## config.mk

```make
export PLATFORM = sky130hd
export DESIGN_NAME = avm_burst_read_engine
export DESIGN_NICKNAME = d
export VERILOG_FILES = /design/src/rtl/avm_burst_read_engine.sv
export SDC_FILE = /design/constraint.sdc
export NUM_CORES = 1
export LEC_CHECK = 0
export CORE_MARGIN = 3
export CORE_UTILIZATION = 35
export DETAILED_ROUTE_END_ITERATION = 10
export PLACE_DENSITY_LB_ADDON = 0.05
export SYNTH_ARGS = -nofsm -noshare
export SYNTH_HDL_FRONTEND = slang
export SYNTH_SLANG_ARGS = --single-unit
```

## constraint.sdc

```tcl
create_clock -name clk -period 2.9 [get_ports clk]
set_input_delay 0.58 -clock clk [delete_from_list [all_inputs] [get_ports clk]]
set_output_delay 0.58 -clock clk [all_outputs]
set_load 0.005 [all_outputs]
```

## src/rtl/avm_burst_read_engine.sv

```systemverilog
// Avalon-MM burst read master: a synchronised start edge launches a run of fixed-length bursts,
// one outstanding at a time, forwarding each returned beat as a registered data/valid stream.
module avm_burst_read_engine #(
    parameter int unsigned DATA_W    = 16,
    parameter int unsigned ADDR_W    = 25,
    parameter int unsigned BURST_W   = 8,
    parameter int unsigned BURST_LEN = 32,
    parameter int unsigned NBURST_W  = 16
) (
    input  logic                clk,
    input  logic                reset,
    input  logic                start_trigger,
    input  logic [ADDR_W-1:0]   base_addr_in,
    input  logic [NBURST_W-1:0] num_bursts_in,
    input  logic                avl_wait_req_in,
    input  logic                avl_read_valid_in,
    input  logic [DATA_W-1:0]   avl_rdata_in,
    output logic                avl_read_out,
    output logic [BURST_W-1:0]  avl_size_out,
    output logic [ADDR_W-1:0]   avl_addr_out,
    output logic [DATA_W-1:0]   rd_data_out,
    output logic                rd_valid_out,
    output logic                busy_out,
    output logic                done_out
);

    localparam int unsigned          BEAT_W    = $clog2(BURST_LEN + 1);
    localparam logic [BEAT_W-1:0]    LAST_BEAT = BEAT_W'(BURST_LEN - 1);
    localparam logic [ADDR_W-1:0]    ADDR_STEP = ADDR_W'(BURST_LEN);

    typedef enum logic [1:0] {StIdle, StIssue, StData, StFin} state_e;

    state_e               r_state, w_state_next;
    logic                 r_sync_meta, r_sync_s1, r_sync_s2;
    logic                 r_read, w_read_next;
    logic [ADDR_W-1:0]    r_addr, w_addr_next;
    logic [DATA_W-1:0]    r_rd_data, w_rd_data_next;
    logic                 r_rd_valid, w_rd_valid_next;
    logic                 r_busy, w_busy_next;
    logic                 r_done, w_done_next;
    logic [BEAT_W-1:0]    r_beat_cnt, w_beat_cnt_next;
    logic [NBURST_W-1:0]  r_bursts_left, w_bursts_left_next;
    logic                 w_launch;
    logic                 w_beat;

    // Synchroniser resets to 1 so a trigger held high through reset is not seen as an edge.
    always_ff @(posedge clk) begin
        if (reset) begin
            r_sync_meta <= 1'b1;
            r_sync_s1   <= 1'b1;
            r_sync_s2   <= 1'b1;
        end else begin
            r_sync_meta <= start_trigger;
            r_sync_s1   <= r_sync_meta;
            r_sync_s2   <= r_sync_s1;
        end
    end

    assign w_launch = r_sync_s1 & ~r_sync_s2;

    always_ff @(posedge clk) begin
        if (reset) begin
            r_state       <= StIdle;
            r_read        <= 1'b0;
            r_addr        <= '0;
            r_rd_data     <= '0;
            r_rd_valid    <= 1'b0;
            r_busy        <= 1'b0;
            r_done        <= 1'b0;
            r_beat_cnt    <= '0;
            r_bursts_left <= '0;
        end else begin
            r_state       <= w_state_next;
            r_read        <= w_read_next;
            r_addr        <= w_addr_next;
            r_rd_data     <= w_rd_data_next;
            r_rd_valid    <= w_rd_valid_next;
            r_busy        <= w_busy_next;
            r_done        <= w_done_next;
            r_beat_cnt    <= w_beat_cnt_next;
            r_bursts_left <= w_bursts_left_next;
        end
    end

    always_comb begin
        w_state_next       = r_state;
        w_read_next        = r_read;
        w_addr_next        = r_addr;
        w_rd_data_next     = r_rd_data;
        w_rd_valid_next    = 1'b0;
        w_busy_next        = r_busy;
        w_done_next        = 1'b0;
        w_beat_cnt_next    = r_beat_cnt;
        w_bursts_left_next = r_bursts_left;
        w_beat             = 1'b0;

        case (r_state)
            StIdle: begin
                if (w_launch) begin
                    w_bursts_left_next = num_bursts_in;
                    if (num_bursts_in == '0) begin
                        w_done_next  = 1'b1;
                        w_state_next = StFin;
                    end else begin
                        w_read_next     = 1'b1;
                        w_addr_next     = base_addr_in;
                        w_busy_next     = 1'b1;
                        w_beat_cnt_next = '0;
                        w_state_next    = StIssue;
                    end
                end
            end
            StIssue: begin
                // A beat arriving in the accept cycle already belongs to this burst.
                if (!avl_wait_req_in) begin
                    w_read_next  = 1'b0;
                    w_state_next = StData;
                    w_beat       = avl_read_valid_in;
                end
            end
            StData: begin
                w_beat = avl_read_valid_in;
            end
            StFin: begin
                w_busy_next  = 1'b0;
                w_state_next = StIdle;
            end
            default: begin
                w_state_next = StIdle;
            end
        endcase

        if (w_beat) begin
            w_rd_data_next  = avl_rdata_in;
            w_rd_valid_next = 1'b1;
            if (r_beat_cnt == LAST_BEAT) begin
                w_beat_cnt_next = '0;
                if (r_bursts_left != NBURST_W'(1)) begin
                    w_bursts_left_next = r_bursts_left - NBURST_W'(1);
                    w_addr_next        = r_addr + ADDR_STEP;
                    w_read_next        = 1'b1;
                    w_state_next       = StIssue;
                end else begin
                    w_bursts_left_next = '0;
                    w_done_next        = 1'b1;
                    w_state_next       = StFin;
                end
            end else begin
                w_beat_cnt_next = r_beat_cnt + BEAT_W'(1);
            end
        end
    end

    assign avl_read_out = r_read;
    assign avl_size_out = BURST_W'(BURST_LEN);
    assign avl_addr_out = r_addr;
    assign rd_data_out  = r_rd_data;
    assign rd_valid_out = r_rd_valid;
    assign busy_out     = r_busy;
    assign done_out     = r_done;

endmodule

```

==> results of run 1 <==
## worst paths after layout
kind,startpoint,to,slack (ns),cells past startpoint
worst max-delay path,num_bursts_in[0],avl_addr_out[24]$_SDFF_PP0_,0.48,6
worst min-delay path,r_sync_meta$_SDFF_PP1_,r_sync_s1$_SDFF_PP1_,0.41,1
worst max register to register,r_state[1]$_SDFF_PP0_,avl_addr_out[14]$_SDFF_PP0_,0.60,9
worst min register to register,r_sync_meta$_SDFF_PP1_,r_sync_s1$_SDFF_PP1_,0.41,1
## flip-flops by register name (all words and copies together) (netlist names)
name,cells
rd_valid_out,1
r_state,2
r_bursts_left,16
r_sync_s2,1
rd_data_out,16
r_sync_s1,1
r_sync_meta,1
r_beat_cnt,6
busy_out,1
avl_read_out,1
done_out,1
avl_addr_out,25
## critical path, stage by stage
cell and delay (ns):
clkdlybuf4s50_1 0.42, nor4_1 0.55, nand4_1 0.32, o211ai_2 0.37
o311ai_0 0.25, a31oi_1 0.20
## cell families after synthesis
kind of cell	share of synthesized area
simple gates	0.263
compound gates	0.235
flops	0.378
buf+inv	0.0643
fa+ha+maj	0.0295
xor+xnor	0.0207
mux	0.00787
other cells	0.00197
## layer usage
metal	part of all wire	GRT usage	vias to the layer above
li1	-	-	1934
met5	0	0	-
met2	0.48	0.304	110
met1	0.45	0.244	1815
met4	0.0065	0.0460	0
met3	0.055	0.0460	6
## synthesized netlist by cell type, types with 2 or more instances
cell	instances	area share
clkbuf_1	21	0.021
nand4b_1	4	0.0092
conb_1	2	0.0020
xnor2_1	6	0.014
or2_2	3	0.0049
nor4_1	5	0.0082
nand3b_1	3	0.0059
ha_1	9	0.030
a32oi_1	5	0.011
a21oi_1	63	0.083
o21ai_0	18	0.024
a31oi_1	5	0.0082
o211ai_1	2	0.0039
o22ai_1	4	0.0066
nor3_1	18	0.024
or4_1	4	0.0079
o32ai_1	3	0.0069
nor3b_1	2	0.0039
nand4_1	3	0.0049
buf_2	4	0.0052
xor2_1	3	0.0069
dfxtp_1	72	0.38
o21ai_1	2	0.0026
and3_1	3	0.0049
nor2_1	32	0.031
o21bai_1	2	0.0039
o32a_1	3	0.0079
inv_1	12	0.012
nand3_1	13	0.017
or3_1	2	0.0033
o21a_1	2	0.0039
o2111a_1	2	0.0059
nand2_1	80	0.079
a311oi_1	3	0.0069
nor4_2	2	0.0066
buf_6	2	0.0059
nand2b_1	3	0.0049
a22oi_1	4	0.0079
buf_4	10	0.020
a211oi_1	3	0.0059
and2_1	5	0.0082
mux2i_1	3	0.0079
and4_1	7	0.016
## power groups by stage
stage | Combinational (mW) | Clock, mW | Sequential [mW]
after floorplan | 0.124 | 0 | 1.04
after global routing | 0.278 | 1.14 | 1.03
after global placement | 0.252 | 0 | 1.05
after CTS | 0.255 | 1.10 | 1.02
final | 0.253 | 1.07 | 1.02
after detailed placement | 0.254 | 0 | 1.05
## final cells by class
cell class                      instances  area share
Multi-Input combinational cell        364       0.407
Clock buffer                           11      0.0268
Sequential cell                        72       0.273
Clock inverter                          5      0.0242
Timing Repair Buffer                  124       0.228
Tap cell                              136      0.0322
Inverter                               12     0.00853
## per-stage QoR
stage | hold slack (ns) | util | setup WS (ns) | instances
final | 0.413 | 0.505 | 0.477 | 724
after global routing | 0.445 | 0.505 | 0.278 | 724
after CTS | 0.418 | 0.505 | 0.532 | 724
after detailed placement | 0.398 | 0.479 | 0.160 | 708
after global placement | 0.393 | 0.479 | 0.213 | 708
after floorplan | 0.389 | - | 0.842 | 486
==> metrics.md, run 1 <==
| Metric | Value |
|---|---|
| Status | `finished, final reports clean` |
| I/O pin count | `115` |
| Hold_buf cts | `0` |
| Filler Cells Inserted | `1,061` |
| Die X | `between 100 and 150 µm` |
| Number of DRC markers in iteration 0 | `around 200` |
| Starting Density | `0.365` |
| Vias | `3,865` |
| FMAX | `about 410 MHz` |
| Worst skew pair latency | `0.34 ns` |
| Cell area after layout | `approximately 0.0053 mm²` |
| Pwr Density | `444 mW/mm²` |
| Synthesized area | `roughly 0.0038 mm²` |
| CTS Buffer Depth | `2` |
| Clock Sinks | `72` |
| Yosys reg bits | `72` |
| Die H | `roughly 110 µm` |
| Row count | `37` |
| Final ANT Viol Nets | `0` |
| Final Cycle Share | `0.836` |
| Setup_tns | `0 ns` |
| Drt first pass iters | `4` |
| First-pass GRT wire length | `19,100 µm` |
| Pwr Total | `between 2 and 2.5 mW` |
| Most frequently used flop master after synthesis | `dfxtp_1` |
| Share of total power in sequential cells | `0.436` |
| Register area share after synthesis | `0.378` |
| Req. time, crit path | `3.18 ns` |
| Final WL | `11,300 µm` |
| Syn Area/Cell | `7.95 µm²` |
| Initial antenna violation count | `0` |
| Post-CTS Setup Bufs | `0` |
| Remaining global-route overflow | `0` |
| Combinational power share | `0.108` |
| Final Hold Fails | `0` |
| Drt wl/cell | `15.6 µm` |
| Psw | `0.513 mW` |
| CTS clk-pin slew, worst paths | `0.08 ns` |
| CP arrival | `between 2 and 3 ns` |
| Clock root cell | `clkbuf_8` |
| H-tree levels | `3` |
| Die area | `0.0122 mm²` |
| Largest net degree at the start of global routing | `48` |
| # setup viols final | `0` |
| Clock network power share | `0.456` |
| Switching portion of total power | `0.219` |
| Area of the multi-input gates | `0.00215 mm²` |
| Most frequent cells in the layout | `clkdlybuf4s50_1 (105), nand2_1 (80), dfxtp_1 (72)` |
| Max FO, Critical Path | `15` |
| Sequential Area | `0.00144 mm²` |
| Placed inst area | `0.00501 mm²` |
| Hold crit path type | `flip-flop to flip-flop` |
| Setup Skew | `0.0140 ns` |
| PostCTS Resize Cnt | `0` |
| DR DRC count | `0` |
| Period minus WS final | `2.42 ns` |
| Core area | `0.0105 mm²` |
| Max_cap viols | `0` |
| Area Overhead vs Synth | `38.4%` |
| CTS tree | `done` |
| CP Class | `input port to flip-flop` |
| Synth warn | `0` |
| Port Buffers | `106` |
| Post-synth EDFFs | `0` |
| Max rail drop VDD | `0.000259 V` |
| Layout cell share with drive strength beyond 1 | `0.0765` |
| Least-Margin Pin Slew | `between 0.7 and 0.8 ns` |
| Fin. max-slew vios | `0` |
| Most common cell after layout, fill and taps aside | `clkdlybuf4s50_1` |
| Number of global-route vias before repair | `3,813` |
| Vias per cell | `around 5.3` |
| Post-DP HPWL | `between 8000 and 9000 µm` |
| Worst Setup End Kind | `flip-flop` |
| Total track usage | `0.185` |
| Final #Nets | `around 650` |
| Power Internal | `1.83 mW` |
| RSZ-0062 raised after global routing | `no` |
| CP Launch Type | `input port` |
| Yosys cell types | `69` |
| Total CTS buffers | `9` |
| Post-synth ARST share | `0` |
| Pleak | `1.89 nW` |
| # diodes | `0` |
| Max-slew headroom | `0.517` |
| Final GP Congestion | `0.851` |
| Synthesized instance count | `480` |
Power figures use the tool's default switching activity.
==> run 2, diff against run 1 <==
- clock period: 2.9 -> 2.4 ns (I/O delays scaled with it)
==> metrics.md, run 2 (synthesis results as in run 1) <==
| Metric | Value |
|---|---|
| Status | `finished, final reports clean` |
| Max rail drop VDD | `0.000238 V (-8.3%)` |
| Starting Density | `0.365 (unchanged)` |
| Final Cycle Share | `0.899` |
| Psw | `0.702 mW (+37%)` |
| Remaining global-route overflow | `0 (unchanged)` |
| Die H | `110 µm (unchanged)` |
| Number of DRC markers in iteration 0 | `156 (-24%)` |
| Worst reg2reg path startpoint | `r_state[0]$_SDFF_PP0_` |
| CP top delay family | `simple AND/OR/NAND/NOR gates` |
| Critical path, cell by cell | `inv_1, ha_1, and2_1, o2111a_1, nand2_1, or4_1, a31oi_1` |
| Port Buffers | `106 (unchanged)` |
| Hold_buf cts | `0 (unchanged)` |
| HP Start | `r_sync_meta$_SDFF_PP1_` |
| FMAX | `around 460 MHz` |
| Final WL | `11,500 µm (+1.4%)` |
| Length of routed met2 wiring | `5310 µm (-2.9%)` |
| Worst path max stage delay | `0.52 ns (-0.03 ns)` |
| RSZ-0062 raised after global routing | `no` |
| Core area | `0.0105 mm² (unchanged)` |
| Total CTS buffers | `9 (unchanged)` |
| I/O pin count | `115 (unchanged)` |
| Reg2Reg Depth | `7 (-2)` |
| Pwr Density | `478 mW/mm² (+7.7%)` |
| Vias | `3,923 (+1.5%)` |
| CP Class | `flip-flop to flip-flop` |
| Setup_tns | `0 ns (unchanged)` |
| CP max stage cell | `or4_1` |
| Pwr Total | `2.61 mW (+11%)` |
| Drt first pass iters | `4 (unchanged)` |
| # setup viols final | `0 (unchanged)` |
| Filler Cells Inserted | `1,071 (+0.94%)` |
| Setup Skew | `0.0126 ns (-0.00141 ns)` |
| Clock Sinks | `72 (unchanged)` |
| Max-slew headroom | `0.587 (+0.0701)` |
| H-tree levels | `3 (unchanged)` |
| Power Internal | `1.91 mW (+4.2%)` |
| Most common cell after layout, fill and taps aside | `clkdlybuf4s50_1` |
| WHS Path Cells | `1 (unchanged)` |
| Combinational power share | `0.126 (+0.018)` |
| Register-to-register setup slack | `0.24 ns (-0.36 ns)` |
| Worst Setup End Kind | `flip-flop` |
| Req. time, crit path | `2.68 ns (-0.50 ns)` |
| Number of global-route vias before repair | `3,826 (+0.34%)` |
| Die X | `110 µm (unchanged)` |
| Layout cell share with drive strength beyond 1 | `0.116 (+0.0393)` |
| First-pass GRT wire length | `18,900 µm (-1.0%)` |
| Cell depth of the worst setup path | `7 (+1)` |
| CP Launch Type | `flip-flop` |
| DR WL met3 | `603 µm (-2.7%)` |
| Post-CTS Setup Bufs | `0 (unchanged)` |
| Fin. max-slew vios | `0 (unchanged)` |
| Initial antenna violation count | `0 (unchanged)` |
| Vias per cell | `5.24 (-1.9%)` |
| Most frequent cells in the layout | `clkdlybuf4s50_1 (105), nand2_1 (80), dfxtp_1 (72)` |
| Least-Margin Pin Slew | `0.618 ns (-0.104 ns)` |
| Clock network power share | `0.401 (-0.055)` |
| CTS clk-pin slew, worst paths | `0.09 ns (about the same)` |
| Final Hold Fails | `0 (unchanged)` |
| DR DRC count | `0 (unchanged)` |
| Highest routed layer | `met4` |
| Hold Crit Endpoint | `r_sync_s1$_SDFF_PP1_` |
| Area Overhead vs Synth | `43.1%` |
| Wl on met1 | `5410 µm (+5.3%)` |
| Largest net degree at the start of global routing | `35 (-27%)` |
| Post-DP HPWL | `8210 µm (+1.9%)` |
| Hold crit path type | `flip-flop to flip-flop` |
| Drt wl/cell | `15.3 µm (-2.0%)` |
| Reg2reg end | `avl_addr_out[24]$_SDFF_PP0_` |
| CTS Buffer Depth | `2 (unchanged)` |
| Switching portion of total power | `0.269 (+0.0503)` |
| Total track usage | `0.185 (about the same)` |
| Die area | `0.0122 mm² (unchanged)` |
| PostCTS Resize Cnt | `0 (unchanged)` |
| CTS tree | `done` |
| Clock root cell | `clkbuf_8` |
| Row count | `37 (unchanged)` |
| Final GP Congestion | `0.856 (+0.59%)` |
| Max FO, Critical Path | `5 (-10)` |
| Max_cap viols | `0 (unchanged)` |
| Pleak | `2.00 nW (+5.7%)` |
| # diodes | `0 (unchanged)` |
| CP arrival | `2.44 ns (-0.26 ns)` |
| Worst skew pair latency | `0.36 ns (+0.02 ns)` |
| Max FFs per register | `25 (unchanged)` |
| Fin Hold WS | `0.423 ns (+0.0103 ns)` |
| Final ANT Viol Nets | `0 (unchanged)` |
| Buf/Inv on CP | `1 (unchanged)` |
| Period minus WS final | `2.16 ns` |
| Utilization after layout | `0.522 (+0.0170)` |
| Share of total power in sequential cells | `0.473 (+0.037)` |
| Final #Nets | `679 (+3.8%)` |
## run 2: cell count changes in the layout (fill, tap and decap cells not counted), sizes merged
cell      before  now
buf           19   44
bufinv         4    1
clkbuf        11    9
clkinvlp       1    2
inv           12   16
## run 2: power groups by stage
| stage | logic [mW] | registers (mW) | clock network, mW |
|---|---|---|---|
| 6_report | 0.328 | 1.24 | 1.05 |
| 5_1_grt | 0.359 | 1.24 | 1.13 |
| 4_1_cts | 0.331 | 1.24 | 1.08 |
| 3_5_place_dp | 0.329 | 1.26 | 0 |
| 3_3_place_gp | 0.327 | 1.26 | 0 |
| 2_1_floorplan | 0.150 | 1.26 | 0 |
## run 2: metrics by stage
stage / std cells / area (µm²) / setup slack, ns
finish: 749 / 5460 / 0.242
global route: 749 / 5460 / 0.0974
CTS: 749 / 5460 / 0.221
detailed placement: 733 / 5250 / -0.00925
global placement: 733 / 5250 / 0.0108
floorplan: 486 / 3840 / 0.342
## run 2: routing by layer
| metal | up-vias | track usage |
|---|---|---|
| met5 | - | 0 |
| met4 | 0 | 0.0624 |
| met3 | 11 | 0.0395 |
| met2 | 115 | 0.305 |
| met1 | 1820 | 0.241 |
| li1 | 1977 | - |
## run 2: area by class of cell
class	instances	area [µm²]	share of cell area
clock buffers	9	124	0.0227
inverters	12	45.0	0.00825
repair buffers	149	1440	0.264
multi-input cells	364	2150	0.394
flip-flops and latches	72	1440	0.264
well taps	136	170	0.0312
clock inverters	7	85.1	0.0156
## run 2: worst max path at each step
stage	startpoint	endpoint	slack, ns
floorplan	r_state[1]$_SDFF_PP0_	r_bursts_left[2]$_SDFF_PP0_	0.34
global placement	avl_wait_req_in	avl_addr_out[15]$_SDFF_PP0_	0.01
detailed placement	avl_wait_req_in	avl_addr_out[24]$_SDFF_PP0_	-0.009
CTS	r_state[0]$_SDFF_PP0_	avl_addr_out[24]$_SDFF_PP0_	0.22
global route	r_bursts_left[1]$_SDFF_PP0_	avl_addr_out[14]$_SDFF_PP0_	0.1
finish	r_state[0]$_SDFF_PP0_	avl_addr_out[24]$_SDFF_PP0_	0.24
==> run 3, diff against run 2 <==
- clock period: 2.4 -> 2.79 ns (I/O delays scaled with it)
==> metrics.md, run 3 (synthesis results as in run 1) <==
| Metric | Value |
|---|---|
| Final WL | `11,300 µm (-1.3%)` |
| Final ANT Viol Nets | `0 (unchanged)` |
| Clock network power share | `0.388 (-0.013)` |
| Reg2reg end | `avl_addr_out[24]$_SDFF_PP0_` |
| Post-CTS Setup Bufs | `0 (unchanged)` |
| Worst skew pair latency | `0.35 ns (about the same)` |
| Final Hold Fails | `0 (unchanged)` |
| Pleak | `1.88 nW (-6.2%)` |
| Die area | `0.0122 mm² (unchanged)` |
| Port Buffers | `106 (unchanged)` |
| Most common cell after layout, fill and taps aside | `clkdlybuf4s50_1` |
| RSZ-0062 raised after global routing | `no` |
| I/O pin count | `115 (unchanged)` |
| Power Internal | `1.60 mW (-16%)` |
| Die X | `110 µm (unchanged)` |
| CTS tree | `done` |
| Max rail drop VDD | `0.000206 V (-13%)` |
| PostCTS Resize Cnt | `0 (unchanged)` |
| Hold crit path type | `flip-flop to flip-flop` |
| Max FFs per register | `25 (unchanged)` |
| Final Cycle Share | `0.851 (-0.0485)` |
| Drt first pass iters | `7 (+3)` |
| CP arrival | `2.65 ns (+0.21 ns)` |
| # diodes | `0 (unchanged)` |
| Max-slew headroom | `0.494 (-0.0936)` |
| Max_cap viols | `0 (unchanged)` |
| Drt wl/cell | `15.6 µm (+1.8%)` |
| CP Launch Type | `flip-flop` |
| Setup_tns | `0 ns (unchanged)` |
| Core area | `0.0105 mm² (unchanged)` |
| Total CTS buffers | `9 (unchanged)` |
| Worst Setup End Kind | `flip-flop` |
| Hold_buf cts | `0 (unchanged)` |
| Reg2Reg Depth | `7 (unchanged)` |
| Total track usage | `0.179 (-0.00566)` |
| Utilization after layout | `0.501 (-0.0210)` |
| Number of global-route vias before repair | `3,598 (-6.0%)` |
| Period minus WS final | `2.37 ns (+0.215 ns)` |
| Layout cell share with drive strength beyond 1 | `0.0814 (-0.0345)` |
| Area Overhead vs Synth | `37.3%` |
| Starting Density | `0.365 (unchanged)` |
| Least-Margin Pin Slew | `0.757 ns (+0.139 ns)` |
| Share of total power in sequential cells | `0.490 (+0.017)` |
| H-tree levels | `3 (unchanged)` |
| Vias per cell | `5.32 (+1.6%)` |
| Post-DP HPWL | `7900 µm (-3.8%)` |
| Remaining global-route overflow | `0 (unchanged)` |
| Req. time, crit path | `3.07 ns (+0.39 ns)` |
| CTS Buffer Depth | `2 (unchanged)` |
| Die H | `110 µm (unchanged)` |
| Clock root cell | `clkbuf_8` |
| Register-to-register setup slack | `0.42 ns (+0.17 ns)` |
| Number of DRC markers in iteration 0 | `160 (+2.6%)` |
| Fin. max-slew vios | `0 (unchanged)` |
| Psw | `0.571 mW (-19%)` |
| CTS clk-pin slew, worst paths | `0.09 ns (about the same)` |
| Final #Nets | `656 (-3.4%)` |
| Filler Cells Inserted | `1,058 (-1.2%)` |
| Most frequent cells in the layout | `clkdlybuf4s50_1 (105), nand2_1 (80), dfxtp_1 (72)` |
| Initial antenna violation count | `0 (unchanged)` |
| Status | `finished, final reports clean` |
| Combinational power share | `0.122 (-0.004)` |
| Setup Skew | `0.0144 ns (+0.00184 ns)` |
| Switching portion of total power | `0.263 (-0.00626)` |
| # setup viols final | `0 (unchanged)` |
| FMAX | `421 MHz (-9.1%)` |
| Worst reg2reg path startpoint | `r_state[0]$_SDFF_PP0_` |
| Largest net degree at the start of global routing | `70 (+100%)` |
| DR DRC count | `0 (unchanged)` |
| Row count | `37 (unchanged)` |
| Vias | `3,864 (-1.5%)` |
| Clock Sinks | `72 (unchanged)` |
| CP Class | `flip-flop to flip-flop` |
| Worst setup startpoint | `r_state[0]$_SDFF_PP0_` |
| Max FO, Critical Path | `8 (+3)` |
| Pwr Density | `415 mW/mm² (-13%)` |
| CP endpoint | `avl_addr_out[24]$_SDFF_PP0_` |
| First-pass GRT wire length | `18,500 µm (-2.3%)` |
| Final GP Congestion | `0.855 (-0.13%)` |
-- run 3: cell types whose count changed in the layout (fill, tap and decap cells not counted), sizes merged --
| cell | delta |
|---|---|
| buf | -23 |
| clkinv | +1 |
| bufinv | -1 |
| clkinvlp | -1 |
| inv | -2 |
| clkbuf | +3 |
-- run 3: area by class of cell --
type                       instances  area [µm²]  area share
multi-input combinational        364        2150       0.411
sequential                        72        1440       0.275
timing repair buffer             126        1230       0.235
tap                              136         170      0.0325
clock buffer                      12         165      0.0315
inverter                          12        45.0     0.00860
clock inverter                     4        33.8     0.00645
-- run 3: routing by layer --
layer	vias up	track usage	part of all wire
met2	112	0.280	0.46
met4	0	0.0427	0.011
met3	13	0.0416	0.049
met5	-	0	0
li1	1941	-	-
met1	1798	0.251	0.48
-- run 3: power groups by stage --
stage	combinational (mW)	clock [mW]	sequential (mW)
2_1_floorplan	0.129	0	1.08
3_3_place_gp	0.265	0	1.09
3_5_place_dp	0.265	0	1.09
4_1_cts	0.267	0.859	1.06
5_1_grt	0.291	0.908	1.07
6_report	0.265	0.843	1.06
-- run 3: worst min-delay path by stage --
| stage | slack (ns) | endpoint | cells after the start | from |
|---|---|---|---|---|
| finish | 0.43 | r_sync_s1$_SDFF_PP1_ | 1 | r_sync_meta$_SDFF_PP1_ |
| global route | 0.44 | r_sync_s1$_SDFF_PP1_ | 1 | r_sync_meta$_SDFF_PP1_ |
| CTS | 0.43 | r_sync_s1$_SDFF_PP1_ | 1 | r_sync_meta$_SDFF_PP1_ |
| detailed placement | 0.42 | r_sync_s1$_SDFF_PP1_ | 1 | r_sync_meta$_SDFF_PP1_ |
| global placement | 0.40 | r_sync_s1$_SDFF_PP1_ | 1 | r_sync_meta$_SDFF_PP1_ |
| floorplan | 0.39 | r_sync_s1$_SDFF_PP1_ | 1 | r_sync_meta$_SDFF_PP1_ |
-- run 3: critical path, cell delays in order (launching register included) --
cell and delay (ns):
dfxtp_1 0.37, inv_1 0.11, ha_1 0.28, and2_1 0.17
o2111a_1 0.38, nand2_1 0.27, or4_1 0.55, a31oi_1 0.16
-- run 3: through the flow --
stage               area [µm²]  std cells  power [mW]  setup slack, ns  hold WS [ns]
floorplan                 3840        486        1.21            0.732         0.389
global placement          5040        710        1.35            0.135         0.401
detailed placement        5040        710        1.35            0.117         0.416
CTS                       5240        726        2.19            0.415         0.427
global route              5240        726        2.27            0.237         0.438
finish                    5240        726        2.17            0.417         0.425
